File: src/rtl/exc_ctrl.sv
// exc_ctrl -- exception / ERET commit controller for the WB stage.
//
// Watches the WB instruction for an interrupt, a synchronous exception or an
// ERET. When one is taken, the pipeline is flushed and the controller steps
// through COMMIT and then REDIRECT:
//   COMMIT   : a one-cycle wb_ex pulse (exception/interrupt) or a one-cycle
//              eret_flush pulse (ERET), with the latched cause info for CP0.
//   REDIRECT : a new fetch PC (EX_ENTRY or EPC) is held until fetch accepts it.
//
// Ports
//   clk, resetn          clock, asynchronous active-low reset
//   wb_valid             WB-stage instruction present
//   wb_ex_req            WB instruction raises a synchronous exception
//   wb_exccode_in        ExcCode of that exception
//   wb_eret              WB instruction is ERET
//   wb_pc_in             WB instruction PC
//   wb_bd_in             WB instruction is in a delay slot
//   wb_badvaddr_in       faulting address
//   has_int              pending enabled interrupt
//   cp0_epc              current EPC (ERET target)
//   redirect_ready       fetch accepts the redirect
//   flush                squash all in-flight instructions
//   wb_ex                one-cycle exception commit to CP0
//   wb_exccode, wb_bd,
//   wb_pc, wb_badvaddr   latched cause info to CP0
//   eret_flush           one-cycle ERET commit to CP0
//   redirect_valid       redirect_pc is valid
//   redirect_pc          new fetch PC
//   busy                 controller is not IDLE
//   ex_count             saturating count of committed exceptions/interrupts
module exc_ctrl #(
  parameter logic [31:0] EX_ENTRY = 32'hbfc00380,
  parameter logic [4:0]  INT_CODE = 5'h00
) (
  input  logic        clk,
  input  logic        resetn,
  input  logic        wb_valid,
  input  logic        wb_ex_req,
  input  logic [4:0]  wb_exccode_in,
  input  logic        wb_eret,
  input  logic [31:0] wb_pc_in,
  input  logic        wb_bd_in,
  input  logic [31:0] wb_badvaddr_in,
  input  logic        has_int,
  input  logic [31:0] cp0_epc,
  input  logic        redirect_ready,
  output logic        flush,
  output logic        wb_ex,
  output logic [4:0]  wb_exccode,
  output logic        wb_bd,
  output logic [31:0] wb_pc,
  output logic [31:0] wb_badvaddr,
  output logic        eret_flush,
  output logic        redirect_valid,
  output logic [31:0] redirect_pc,
  output logic        busy,
  output logic [15:0] ex_count
);

  typedef enum logic [1:0] {
    S_IDLE     = 2'd0,
    S_COMMIT   = 2'd1,
    S_REDIRECT = 2'd2
  } state_e;

  state_e      state_q;
  logic        armed_q;        // low for the first cycle after reset release
  logic        is_eret_q;
  logic [4:0]  exccode_q;
  logic [31:0] pc_q;
  logic        bd_q;
  logic [31:0] badvaddr_q;
  logic        wb_ex_q;
  logic        eret_flush_q;
  logic        redirect_valid_q;
  logic [31:0] redirect_pc_q;
  logic [15:0] ex_count_q;
  logic [15:0] ex_count_d;

  logic        take_s;
  logic        sel_eret_s;
  logic [4:0]  sel_code_s;

  // Take decision and cause priority: interrupt > exception > ERET.
  always_comb begin
    take_s     = 1'b0;
    sel_eret_s = 1'b0;
    sel_code_s = 5'd0;
    if ((state_q == S_IDLE) && armed_q) begin
      take_s = wb_valid & (has_int | wb_ex_req | wb_eret);
    end else begin
      take_s = 1'b0;
    end
    if (has_int) begin
      sel_code_s = INT_CODE;
    end else if (wb_ex_req) begin
      sel_code_s = wb_exccode_in;
    end else begin
      sel_eret_s = 1'b1;
    end
  end

  // Commit counter: wb_ex_q is high exactly during an exception COMMIT cycle.
  always_comb begin
    ex_count_d = ex_count_q;
    if (wb_ex_q && (ex_count_q != 16'hffff)) begin
      ex_count_d = ex_count_q + 16'd1;
    end else begin
      ex_count_d = ex_count_q;
    end
  end

  // Controller FSM with registered commit/redirect outputs.
  always_ff @(posedge clk or negedge resetn) begin
    if (!resetn) begin
      state_q          <= S_IDLE;
      armed_q          <= 1'b0;
      is_eret_q        <= 1'b0;
      exccode_q        <= 5'd0;
      pc_q             <= 32'd0;
      bd_q             <= 1'b0;
      badvaddr_q       <= 32'd0;
      wb_ex_q          <= 1'b0;
      eret_flush_q     <= 1'b0;
      redirect_valid_q <= 1'b0;
      redirect_pc_q    <= 32'd0;
      ex_count_q       <= 16'd0;
    end else begin
      armed_q    <= 1'b1;
      ex_count_q <= ex_count_d;
      case (state_q)
        S_IDLE: begin
          if (take_s) begin
            is_eret_q    <= sel_eret_s;
            exccode_q    <= sel_code_s;
            pc_q         <= wb_pc_in;
            bd_q         <= wb_bd_in;
            badvaddr_q   <= wb_badvaddr_in;
            wb_ex_q      <= ~sel_eret_s;
            eret_flush_q <= sel_eret_s;
            state_q      <= S_COMMIT;
          end
        end
        S_COMMIT: begin
          wb_ex_q          <= 1'b0;
          eret_flush_q     <= 1'b0;
          redirect_pc_q    <= is_eret_q ? cp0_epc : EX_ENTRY;
          redirect_valid_q <= 1'b1;
          state_q          <= S_REDIRECT;
        end
        S_REDIRECT: begin
          if (redirect_ready) begin
            redirect_valid_q <= 1'b0;
            state_q          <= S_IDLE;
          end
        end
        default: begin
          wb_ex_q          <= 1'b0;
          eret_flush_q     <= 1'b0;
          redirect_valid_q <= 1'b0;
          state_q          <= S_IDLE;
        end
      endcase
    end
  end

  assign flush          = take_s | (state_q != S_IDLE);
  assign busy           = (state_q != S_IDLE);
  assign wb_ex          = wb_ex_q;
  assign eret_flush     = eret_flush_q;
  assign wb_exccode     = exccode_q;
  assign wb_bd          = bd_q;
  assign wb_pc          = pc_q;
  assign wb_badvaddr    = badvaddr_q;
  assign redirect_valid = redirect_valid_q;
  assign redirect_pc    = redirect_pc_q;
  assign ex_count       = ex_count_q;

endmodule

File: config.mk
export PLATFORM = sky130hd
export DESIGN_NAME = exc_ctrl
export DESIGN_NICKNAME = d
export VERILOG_FILES = /design/src/rtl/exc_ctrl.sv
export SDC_FILE = /design/constraint.sdc
export NUM_CORES = 1
export LEC_CHECK = 0
export ABC_AREA = 1
export BUFFER_PORTS_ARGS = -buffer_cell sky130_fd_sc_hd__buf_4
export CORE_AREA = 4 4 77 150
export DETAILED_ROUTE_END_ITERATION = 16
export DIE_AREA = 0 0 81 154
export HOLD_SLACK_MARGIN = 0.02
export PLACE_DENSITY = 0.92
export SETUP_SLACK_MARGIN = 0.1
export SLEW_MARGIN = 20
export SYNTH_ARGS = -nofsm -noshare
export SYNTH_HDL_FRONTEND = slang
export SYNTH_SLANG_ARGS = --single-unit
File: constraint.sdc
create_clock -name clk -period 4.3 [get_ports clk]
set_input_delay 0.645 -clock clk [delete_from_list [all_inputs] [get_ports clk]]
set_output_delay 0.645 -clock clk [all_outputs]
set_load 0.02 [all_outputs]
* Yosys cells after proc, flatten, opt, wreduce, memory -nomap -nowiden
Index checks and enable logic that the tools add are counted.
Operators by class: bitwise logic cells 7, reductions and logical operators 8, $add $sub $neg 1, multiplexer cells 15, equal/unequal tests 5
Operators with widths (count):
- $mux W32 | 1
- $add A16 B1 Y16 const B | 1
- $ne A16 B16 Y1 const B | 1
- $mux W5 | 2
- $reduce_and A2 Y1 | 4
- $mux W1 | 6
- $pmux W2 S3 | 1
- $mux W2 | 2
- $ne A2 B2 Y1 const B | 2
- $pmux W1 S2 | 2
- $not A1 Y1 | 3
- $or A1 B1 Y1 | 3
- $pmux W1 S3 | 1
- $eq A2 B1 Y1 const B | 1
- $eq A2 B2 Y1 const B | 1
- $logic_and A1 B1 Y1 | 2
- $logic_not A2 Y1 | 1
- $reduce_bool A2 Y1 | 1
- $and A1 B1 Y1 | 1
Word-level totals: word-level logic and storage cells 48, input bits 109, flip-flop bits (word level) 125, output and inout bits 123

* Logic depth before layout (Yosys ltp)
Gate-level depths: netlist of the first run.
depth after elaboration 6, mapped depth 9, mapped depth without buffers 9

* Least setup slack after synthesis of the first run
No wires, ideal clock.
path type input-to-output, from in has_int, to out flush, path buffers 2, setup slack 2.167 ns, required time 3.655 ns, stages on the path 6, arrival time 1.488 ns, cell sequence nor2_1 nand2_1 nand2_4 buf_4 buf_2 nand3_1
Between the ends: word-level cells in the longest chain between the ends 5
RTL lines:
- start: declaration | RTL line 44 | input logic has_int,
- $or A1 B1 Y1 (2 in series) | RTL line 90 | take_s = wb_valid & (has_int | wb_ex_req | wb_eret);
- $and A1 B1 Y1 | RTL line 90
- $mux W1 | RTL line 89 | if ((state_q == S_IDLE) && armed_q) begin
- $or A1 B1 Y1 | RTL line 167 | assign flush = take_s | (state_q != S_IDLE);
- end: declaration | RTL line 47 | output logic flush,
No other way between the ends.

* Worst setup path in the final report of the first run
Same ends and word-level chain as after synthesis.

==> flow_metrics.py, run 1 <==
metrics = {
    "outcome": {
        "status": "complete, no violations",
    },
    "sta": {
        "rsz0062_at_grt": "false",
        "hold_violations": 0,
        "finalCritPeriodShare_pct": 61.92,
        "period_minus_slack_ps": 2662,
        "fmax_ghz": 0.3756,
        "slew_violations": 0,
        "fin_skew_ps": 11.18,
        "setup_viol": 0,
        "finalSetupTns_ps": 0,
        "relSlewSlack_pct": 29.78,
        "tightest_slew_ps": 1052,
    },
    "clock_tree": {
        "insertion_delay_ps": 410,
        "htree_levels": 4,
        "path_clk_slew_ps": 60,
        "cts_buffers": 17,
        "cts_hold_buffers": 0,
        "post-cts-setup-buffers": 0,
        "cts_buffer_depth": 2,
        "cts_tree": "built",
        "cts_sinks": 125,
        "cts.repair.resized": 0,
        "clockRootBuffer": "clkbuf_16",
    },
    "worst_setup_path": {
        "r2r_cells": 7,
        "critPathCaptureType": "output pin",
        "cp_max_fo": 80,
        "rr_endpoint": "wb_pc[17]",
        "startpoint_type": "primary input",
        "r2r-start": "state_q[1]",
        "cp.required_ps": 3650,
        "criticalPathCategory": "primary input to output pin",
        "r2r_slack_ps": 1750,
        "worstPathArrival_ps": 2020,
    },
    "global_route": {
        "grt-ovfl-total": 0,
        "grt_pass1_vias": 5019,
        "grt_usage_pct": 25.64,
        "antenna_found_initial": 0,
        "grt_first_pass_wirelength_mm": 24.29,
        "grt_max_degree": 81,
    },
    "detailed_routing": {
        "vias": 4933,
        "drt_iter0_markers": 235,
        "ant_nets": 0,
        "wl_per_cell_um": 15.74,
        "routed_wl_mm": 15.55,
        "drc": 0,
        "via_per_inst": 4.993,
        "dr.pass1.iters": 4,
    },
    "synthesis": {
        "netlist.area_leader.share_pct": 60.42,
        "synth_ff_type": "dfrtp_1",
        "yosysWarnings": 0,
        "ys_seq_area_share_pct": 60.42,
        "syn_inst": 610,
        "syn_nets": 720,
        "ys_types": 26,
        "yosysMostFrequentCell": "nand2_1",
        "yosys.area.top_type": "dfrtp_1",
        "mappedNetlistArea_mm2": 0.005177,
        "synth_area_per_cell_um2": 8.488,
        "yosys-top-cells-area": "dfrtp_1 (60%), nand2_1 (24%), nand3_1 (3.0%)",
        "synth_commonest_cells": "nand2_1 (333), dfrtp_1 (125), nand3_1 (31)",
        "async_flop_share_pct": 100.0,
        "synth_edf_count": 0,
        "synth-seq-cells": 125,
    },
    "finish": {
        "multi_input_area_mm2": 0.001831,
        "antenna_cells": 0,
        "stdcell_count": 988,
        "fillerInstances": 775,
        "final_util_pct": 72.63,
        "seqCellArea_mm2": 0.003128,
        "layout-drive-gt1-share_pct": 33.25,
        "syn_to_final_growth_pct": 46.98,
        "nets": 948,
    },
    "pwr": {
        "switching_share_pct": 34.18,
        "power.net_switching_mw": 1.523,
        "p_clk_share_pct": 33.3,
        "p_leak_nw": 4.236,
        "seqPwrFrac_pct": 37.0,
        "power.internal_mw": 2.933,
        "irDropWorstVdd_v": 0.0003472,
        "pwr-share-comb_pct": 29.7,
        "pwr_density_cell_mw_per_mm2": 585.6,
    },
    "floorplan": {
        "io_pins": 232,
        "initial_core_util_pct": 49.41,
        "dieArea_mm2": 0.01247,
        "die_x_um": 81,
        "die_y_um": 154,
        "core_mm2": 0.01048,
        "std_cell_rows": 53,
    },
    "placed_design": {
        "placedCellCount": 956,
        "dp_hpwl_mm": 10.87,
        "place.gp.congestion": 0.8636,
        "io_buffers": 231,
    },
    "worst_hold_path": {
        "hp-class": "primary input to asynchronous set/reset pin",
    },
    "job": {
        "drv_cap": 0,
    },
}
[worst max-delay path, stage by stage]
cell,delay (ps)
buf_4,110
nor2_1,150
nand2_1,130
nand2_4,590
nand3_1,170
buf_4,220
[power groups by stage]
stage	Clock (mW)	Sequential (mW)	Combinational [mW]
2_1_floorplan	0	1.97	0.336
3_3_place_gp	0	1.65	1.29
3_5_place_dp	0	1.65	1.33
4_1_cts	1.51	1.65	1.34
5_1_grt	1.56	1.68	1.42
6_report	1.49	1.65	1.32
[per-stage QoR]
step                      setup slack (ps)  instance area (um^2)  hold slack [ps]  total power [mW]
after detailed placement              1503                  6989            460.8             2.982
final                                 1638                  7610            389.6             4.457
after CTS                             1599                  7610            409.2             4.489
after global placement                1574                  6989            455.4             2.939
after floorplan                       2167                  5177            349.4             2.302
after global routing                  1475                  7610            410.4             4.664
[layer usage]
metal	global-route usage, %	up-vias	wire, um
li1	-	2346	-
met1	26.46	2303	5319
met2	45.23	244	8531
met3	7.972	40	1083
met4	12.73	0	612
met5	0	-	0
[layout make-up]
type / instances / share of cell area, %
multi-input combinational: 435 / 24.05
sequential: 125 / 41.10
timing repair buffer: 233 / 23.15
clock buffer: 18 / 5.771
tap: 137 / 2.253
inverter: 26 / 1.282
clock inverter: 14 / 2.384
[placed cells by master, fill, tap and decap left out, drive strengths merged, types with 4 or more instances in the layout]
master / n
nand2: 339
buf: 233
dfrtp: 125
nand3: 31
inv: 31
o21ai: 24
nor2: 20
clkbuf: 18
nand4: 9
clkinvlp: 4
[how the worst max path moves through the flow]
| stage | startpoint | to | slack (ps) | depth (start not counted) |
|---|---|---|---|---|
| after floorplan | has_int | flush | 2170 | 6 |
| after global placement | wb_valid | wb_pc[24] | 1570 | 7 |
| after detailed placement | wb_valid | wb_pc[17] | 1500 | 7 |
| after CTS | has_int | flush | 1600 | 6 |
| after global routing | has_int | flush | 1470 | 6 |
| final | has_int | flush | 1640 | 6 |
[kinds of logic after synthesis]
kind of cell,count (synthesis),share of synthesized area (%)
buffers and inverters,50,4.229
flip-flops,125,60.42
adder cells (fa/ha/maj),1,0.2416
AO/OA/AOI/OAI,25,2.441
XOR/XNOR,4,0.6768
AND/OR/NAND/NOR,404,31.92
other,1,0.07243
[sequential cells by signal (all words and copies together) (netlist names)]
name,cells
state_q,2
armed_q,1
is_eret_q,1
eret_flush,1
wb_pc,32
ex_count,16
redirect_pc,32
wb_ex,1
wb_badvaddr,32
redirect_valid,1
wb_bd,1
wb_exccode,5
No activity file was read; power rests on OpenSTA's default activity.
==> run 2, diff against run 1 <==
- CORE_AREA: 4 4 77 150 -> 4 4 83 163
- DIE_AREA: 0 0 81 154 -> 0 0 87 167
- PLACE_DENSITY: 0.92 -> 0.83
- clock period: 4.3 -> 2.3 ns (I/O delays scaled with it)
==> flow_metrics.py, run 2 (synthesis results as in run 1) <==
metrics = {
    "outcome": {
        "status": "complete, no violations",
    },
    "worst_setup_path": {
        "criticalPathCategory": "flip-flop to flip-flop",
        "cp.required_ps": 2580,
        "cp_num_buf_inv": 2,
        "critPathCaptureType": "flip-flop",
        "r2r-start": "state_q[1]",
        "worstPathArrival_ps": 2060,
        "rr_endpoint": "wb_badvaddr[3]",
        "cp_max_fo": 66,
        "critPathMaxStageDelay_ps": 640,
        "r2r_slack_ps": 520,
        "startpoint_type": "flip-flop",
        "path_cells": "inv_2 -> nand2_2 -> nor2_4 -> nand2_4 -> clkinv_2 -> nand2_1 -> nand2_1",
        "r2r_cells": 7,
        "crit_cells": 7,
        "timing.critical_path.mode_cell": "nand2_1",
        "crit_family": "buffers and inverters",
        "crit_slowest_cell": "clkinv_2",
    },
    "sta": {
        "fin_skew_ps": 11.69,
        "finalSetupTns_ps": 0,
        "relSlewSlack_pct": 42.72,
        "hold_violations": 0,
        "finalCritPeriodShare_pct": 77.38,
        "fmax_ghz": 0.5619,
        "rsz0062_at_grt": "false",
        "slew_violations": 0,
        "timing.final.ws_setup_ps": 520.3,
        "period_minus_slack_ps": 1780,
        "tightest_slew_ps": 859.2,
        "setup_viol": 0,
    },
    "finish": {
        "final_cell_mix": "nand2_1 (333), buf_4 (235), dfrtp_1 (125), nand3_1 (31), inv_1 (21)",
        "antenna_cells": 0,
        "syn_to_final_growth_pct": 47.25,
        "final_common_cell": "nand2_1",
        "stdcell_count": 1001,
        "layout-drive-gt1-share_pct": 33.49,
        "nets": 951,
    },
    "clock_tree": {
        "cts.repair.resized": 0,
        "cts_sinks": 125,
        "post-cts-setup-buffers": 0,
        "path_clk_slew_ps": 60,
        "clockRootBuffer": "clkbuf_16",
        "cts_buffers": 17,
        "cts_hold_buffers": 0,
        "insertion_delay_ps": 410,
        "cts_buffer_depth": 2,
        "htree_levels": 4,
        "cts_tree": "built",
    },
    "floorplan": {
        "core_mm2": 0.01220,
        "dieArea_mm2": 0.01453,
        "die_x_um": 87,
        "initial_core_util_pct": 42.45,
        "io_pins": 232,
        "die_y_um": 167,
        "std_cell_rows": 57,
    },
    "detailed_routing": {
        "drc": 0,
        "drt_iter0_markers": 227,
        "wl_per_cell_um": 15.00,
        "vias": 4723,
        "ant_nets": 0,
        "dr.pass1.iters": 5,
        "routed_wl_mm": 15.01,
        "via_per_inst": 4.718,
    },
    "global_route": {
        "grt_pass1_vias": 4691,
        "grt_usage_pct": 20.92,
        "grt_first_pass_wirelength_mm": 23.70,
        "grt-ovfl-total": 0,
        "antenna_found_initial": 0,
        "grt_max_degree": 126,
    },
    "placed_design": {
        "io_buffers": 231,
        "place_ws_ps": 437.3,
        "dp_hpwl_mm": 10.71,
        "placedCellCount": 969,
        "place.gp.congestion": 0.8644,
    },
    "worst_hold_path": {
        "hp-class": "primary input to asynchronous set/reset pin",
    },
    "job": {
        "drv_cap": 0,
    },
    "pwr": {
        "pwr_density_cell_mw_per_mm2": 1076,
        "p_leak_nw": 4.246,
        "irDropWorstVdd_v": 0.0007834,
    },
}
[run 2: worst max-delay path by stage]
stage	startpoint	to
detailed placement	state_q[0]	wb_pc[22]
global route	state_q[1]	wb_badvaddr[25]
global placement	state_q[1]	wb_badvaddr[24]
finish	state_q[1]	wb_badvaddr[3]
floorplan	state_q[1]	flush
CTS	state_q[0]	wb_badvaddr[3]
[run 2: metal layers]
| layer | vias up | wire (um) | track usage (%) | part of all wire [%] |
|---|---|---|---|---|
| met5 | - | 0 | 0 | 0 |
| met4 | 0 | 561 | 11.06 | 3.7 |
| met3 | 37 | 1015 | 5.437 | 6.8 |
| met2 | 178 | 8105 | 36.15 | 54 |
| met1 | 2162 | 5331 | 22.73 | 36 |
| li1 | 2346 | - | - | - |
[run 2: where the power goes]
part | internal, mW | switching [mW]
Clock | 1.65 | 1.03
Sequential | 2.71 | 0.358
Combinational | 1.02 | 1.43
[run 2: layout make-up]
cell class | instances | area [um^2]
Inverter | 26 | 98.84
Clock inverter | 14 | 158.9
Sequential cell | 125 | 3128
Timing Repair Buffer | 236 | 1784
Clock buffer | 18 | 439.2
Fill cell | 1009 | 4572
Multi-Input combinational cell | 435 | 1831
Tap cell | 147 | 183.9
[run 2: metrics by stage]
step / utilization, % / hold WS, ps / power (mW) / cell area [um^2]
floorplan: - / 49.41 / 4.303 / 5177
global placement: 57.60 / 455.2 / 5.511 / 7024
detailed placement: 57.60 / 460.3 / 5.568 / 7024
CTS: 62.50 / 64.88 / 8.302 / 7622
global route: 62.51 / 74.05 / 8.631 / 7624
finish: 62.51 / 39.90 / 8.200 / 7624
==> run 3, diff against run 2 <==
- clock period: 2.3 -> 1.6 ns (I/O delays scaled with it)
==> flow_metrics.py, run 3 (synthesis results as in run 1) <==
metrics = {
    "pwr": {
        "p_clk_share_pct": 29.9,
        "p_leak_nw": 4.595,
        "switching_share_pct": 35.50,
        "pwr-share-comb_pct": 33.0,
        "power_mw": 11.85,
        "seqPwrFrac_pct": 37.1,
        "pwr_density_cell_mw_per_mm2": 1406,
        "power.net_switching_mw": 4.209,
        "irDropWorstVdd_v": 0.0008669,
        "power.internal_mw": 7.646,
    },
    "outcome": {
        "status": "complete, no violations",
    },
    "worst_setup_path": {
        "startpoint_type": "flip-flop",
        "cp_num_buf_inv": 2,
        "cp.required_ps": 1360,
        "criticalPathCategory": "flip-flop to output pin",
        "path_cells": "inv_2 -> nand2_4 -> nor2_4 -> nand2_4 -> nand3_2 -> buf_6",
        "crit_family": "flip-flops",
        "worstPathArrival_ps": 1290,
        "cp_max_fo": 3,
        "critPathMaxStageDelay_ps": 390,
        "critPathCaptureType": "output pin",
        "timing.critical_path.mode_cell": "nand2_4",
        "crit_slowest_cell": "dfrtp_1",
    },
    "clock_tree": {
        "clockRootBuffer": "clkbuf_16",
        "cts_tree": "built",
        "path_clk_slew_ps": 60,
        "cts_sinks": 125,
        "htree_levels": 4,
        "insertion_delay_ps": 410,
        "cts_buffers": 17,
        "cts_buffer_depth": 2,
    },
    "sta": {
        "fmax_ghz": 0.6554,
        "period_minus_slack_ps": 1526,
        "timing.final.ws_setup_ps": 74.33,
        "finalCritPeriodShare_pct": 95.35,
        "setup_viol": 0,
        "rsz0062_at_grt": "true",
        "slew_violations": 0,
        "tightest_slew_ps": 622.3,
        "hold_violations": 0,
        "relSlewSlack_pct": 58.51,
        "fin_skew_ps": 15.40,
        "finalSetupTns_ps": 0,
        "fin_hold_ws_ps": 33.88,
    },
    "finish": {
        "final_common_cell": "nand2_1",
        "layout-drive-gt1-share_pct": 33.37,
        "syn_to_final_growth_pct": 62.88,
        "final_cell_mix": "nand2_1 (333), buf_4 (247), dfrtp_1 (124), dlygate4sd3_1 (56), nand3_1 (30)",
        "final_util_pct": 69.15,
        "nets": 1026,
        "antenna_cells": 0,
    },
    "floorplan": {
        "core_mm2": 0.01220,
        "die_y_um": 167,
        "std_cell_rows": 57,
        "io_pins": 232,
        "dieArea_mm2": 0.01453,
        "die_x_um": 87,
        "initial_core_util_pct": 42.45,
    },
    "placed_design": {
        "io_buffers": 231,
        "place.gp.congestion": 0.8562,
        "place_ws_ps": 109.0,
        "dp_hpwl_mm": 10.97,
    },
    "global_route": {
        "grt_pass1_vias": 5391,
        "grt_first_pass_wirelength_mm": 26.19,
        "grt-ovfl-total": 0,
        "grt_max_degree": 77,
        "grt_usage_pct": 23.05,
        "antenna_found_initial": 0,
    },
    "detailed_routing": {
        "drt_iter0_markers": 154,
        "drc": 0,
        "vias": 5278,
        "via_per_inst": 4.905,
        "dr.pass1.iters": 5,
        "ant_nets": 0,
        "wl_per_cell_um": 15.99,
        "routed_wl_mm": 17.21,
    },
    "job": {
        "drv_cap": 0,
    },
    "worst_hold_path": {
        "hp-class": "primary input to flip-flop",
    },
}
-- run 3: cell count changes in the layout (fill, tap and decap cells not counted), moves of 3 or more --
cell and delta:
buf_4 +12, nor2_2 -3, dlygate4sd3_1 +56, nor2_4 +5
clkinvlp_4 +3, clkbuf_16 +3
-- run 3: path summary, 6_finish.rpt --
kind | slack, ps | end | cells after the start | from
setup reg to reg | 160 | ex_count[10] | 7 | ex_count[2]
min in group asynchronous | 380 | ex_count[9] | 3 | resetn
hold / removal | 30 | wb_pc[6] | 3 | wb_pc_in[6]
hold reg to reg | 480 | wb_badvaddr[25] | 2 | wb_badvaddr[25]
setup / recovery | 70 | flush | 6 | state_q[0]
max in group asynchronous | 660 | wb_pc[5] | 3 | resetn
-- run 3: cell type report --
| class | count | area (um^2) |
|---|---|---|
| inverter | 26 | 102.6 |
| timing repair buffer | 311 | 2589 |
| multi-input combinational | 435 | 1878 |
| sequential | 125 | 3129 |
| tap | 147 | 183.9 |
| clock buffer | 19 | 442.9 |
| clock inverter | 13 | 107.6 |
| fill | 888 | 3762 |
-- run 3: repair_timing --
action                                 4_1_cts  5_1_grt
setup endpoints to repair                    1       52
endpoints found under the hold margin      180        0
pin swaps                                    2        3
hold buffers                                56        0
gates cloned                                 0        3
gates resized for setup                      2       13
buffers inserted                             5        2
-- run 3: power by group through the flow --
stage	registers, mW	logic, mW	clock network [mW]
after CTS	4.39	3.79	3.62
after floorplan	5.28	0.907	0
after global placement	4.40	3.59	0
after global routing	4.49	4.20	3.76
final	4.40	3.91	3.54
after detailed placement	4.42	3.64	0
-- run 3: metrics by stage --
step	area, um^2	std cells
floorplan	5184	610
global placement	7136	978
detailed placement	7136	978
CTS	8293	1071
global route	8433	1076
finish	8433	1076
-- run 3: tightest hold or removal path: cells and delay by family --
family        cells  cell delay [ps]
simple gates      2               90
buf+inv           1               80
-- run 3: per-layer routing --
metal  up-vias  routed length, um  GRT usage, %
li1       2499                  -             -
met1      2513               5940         23.74
met2       210               9462         41.08
met3        56               1058         5.685
met4         0                747         12.82
met5         -                  0             0
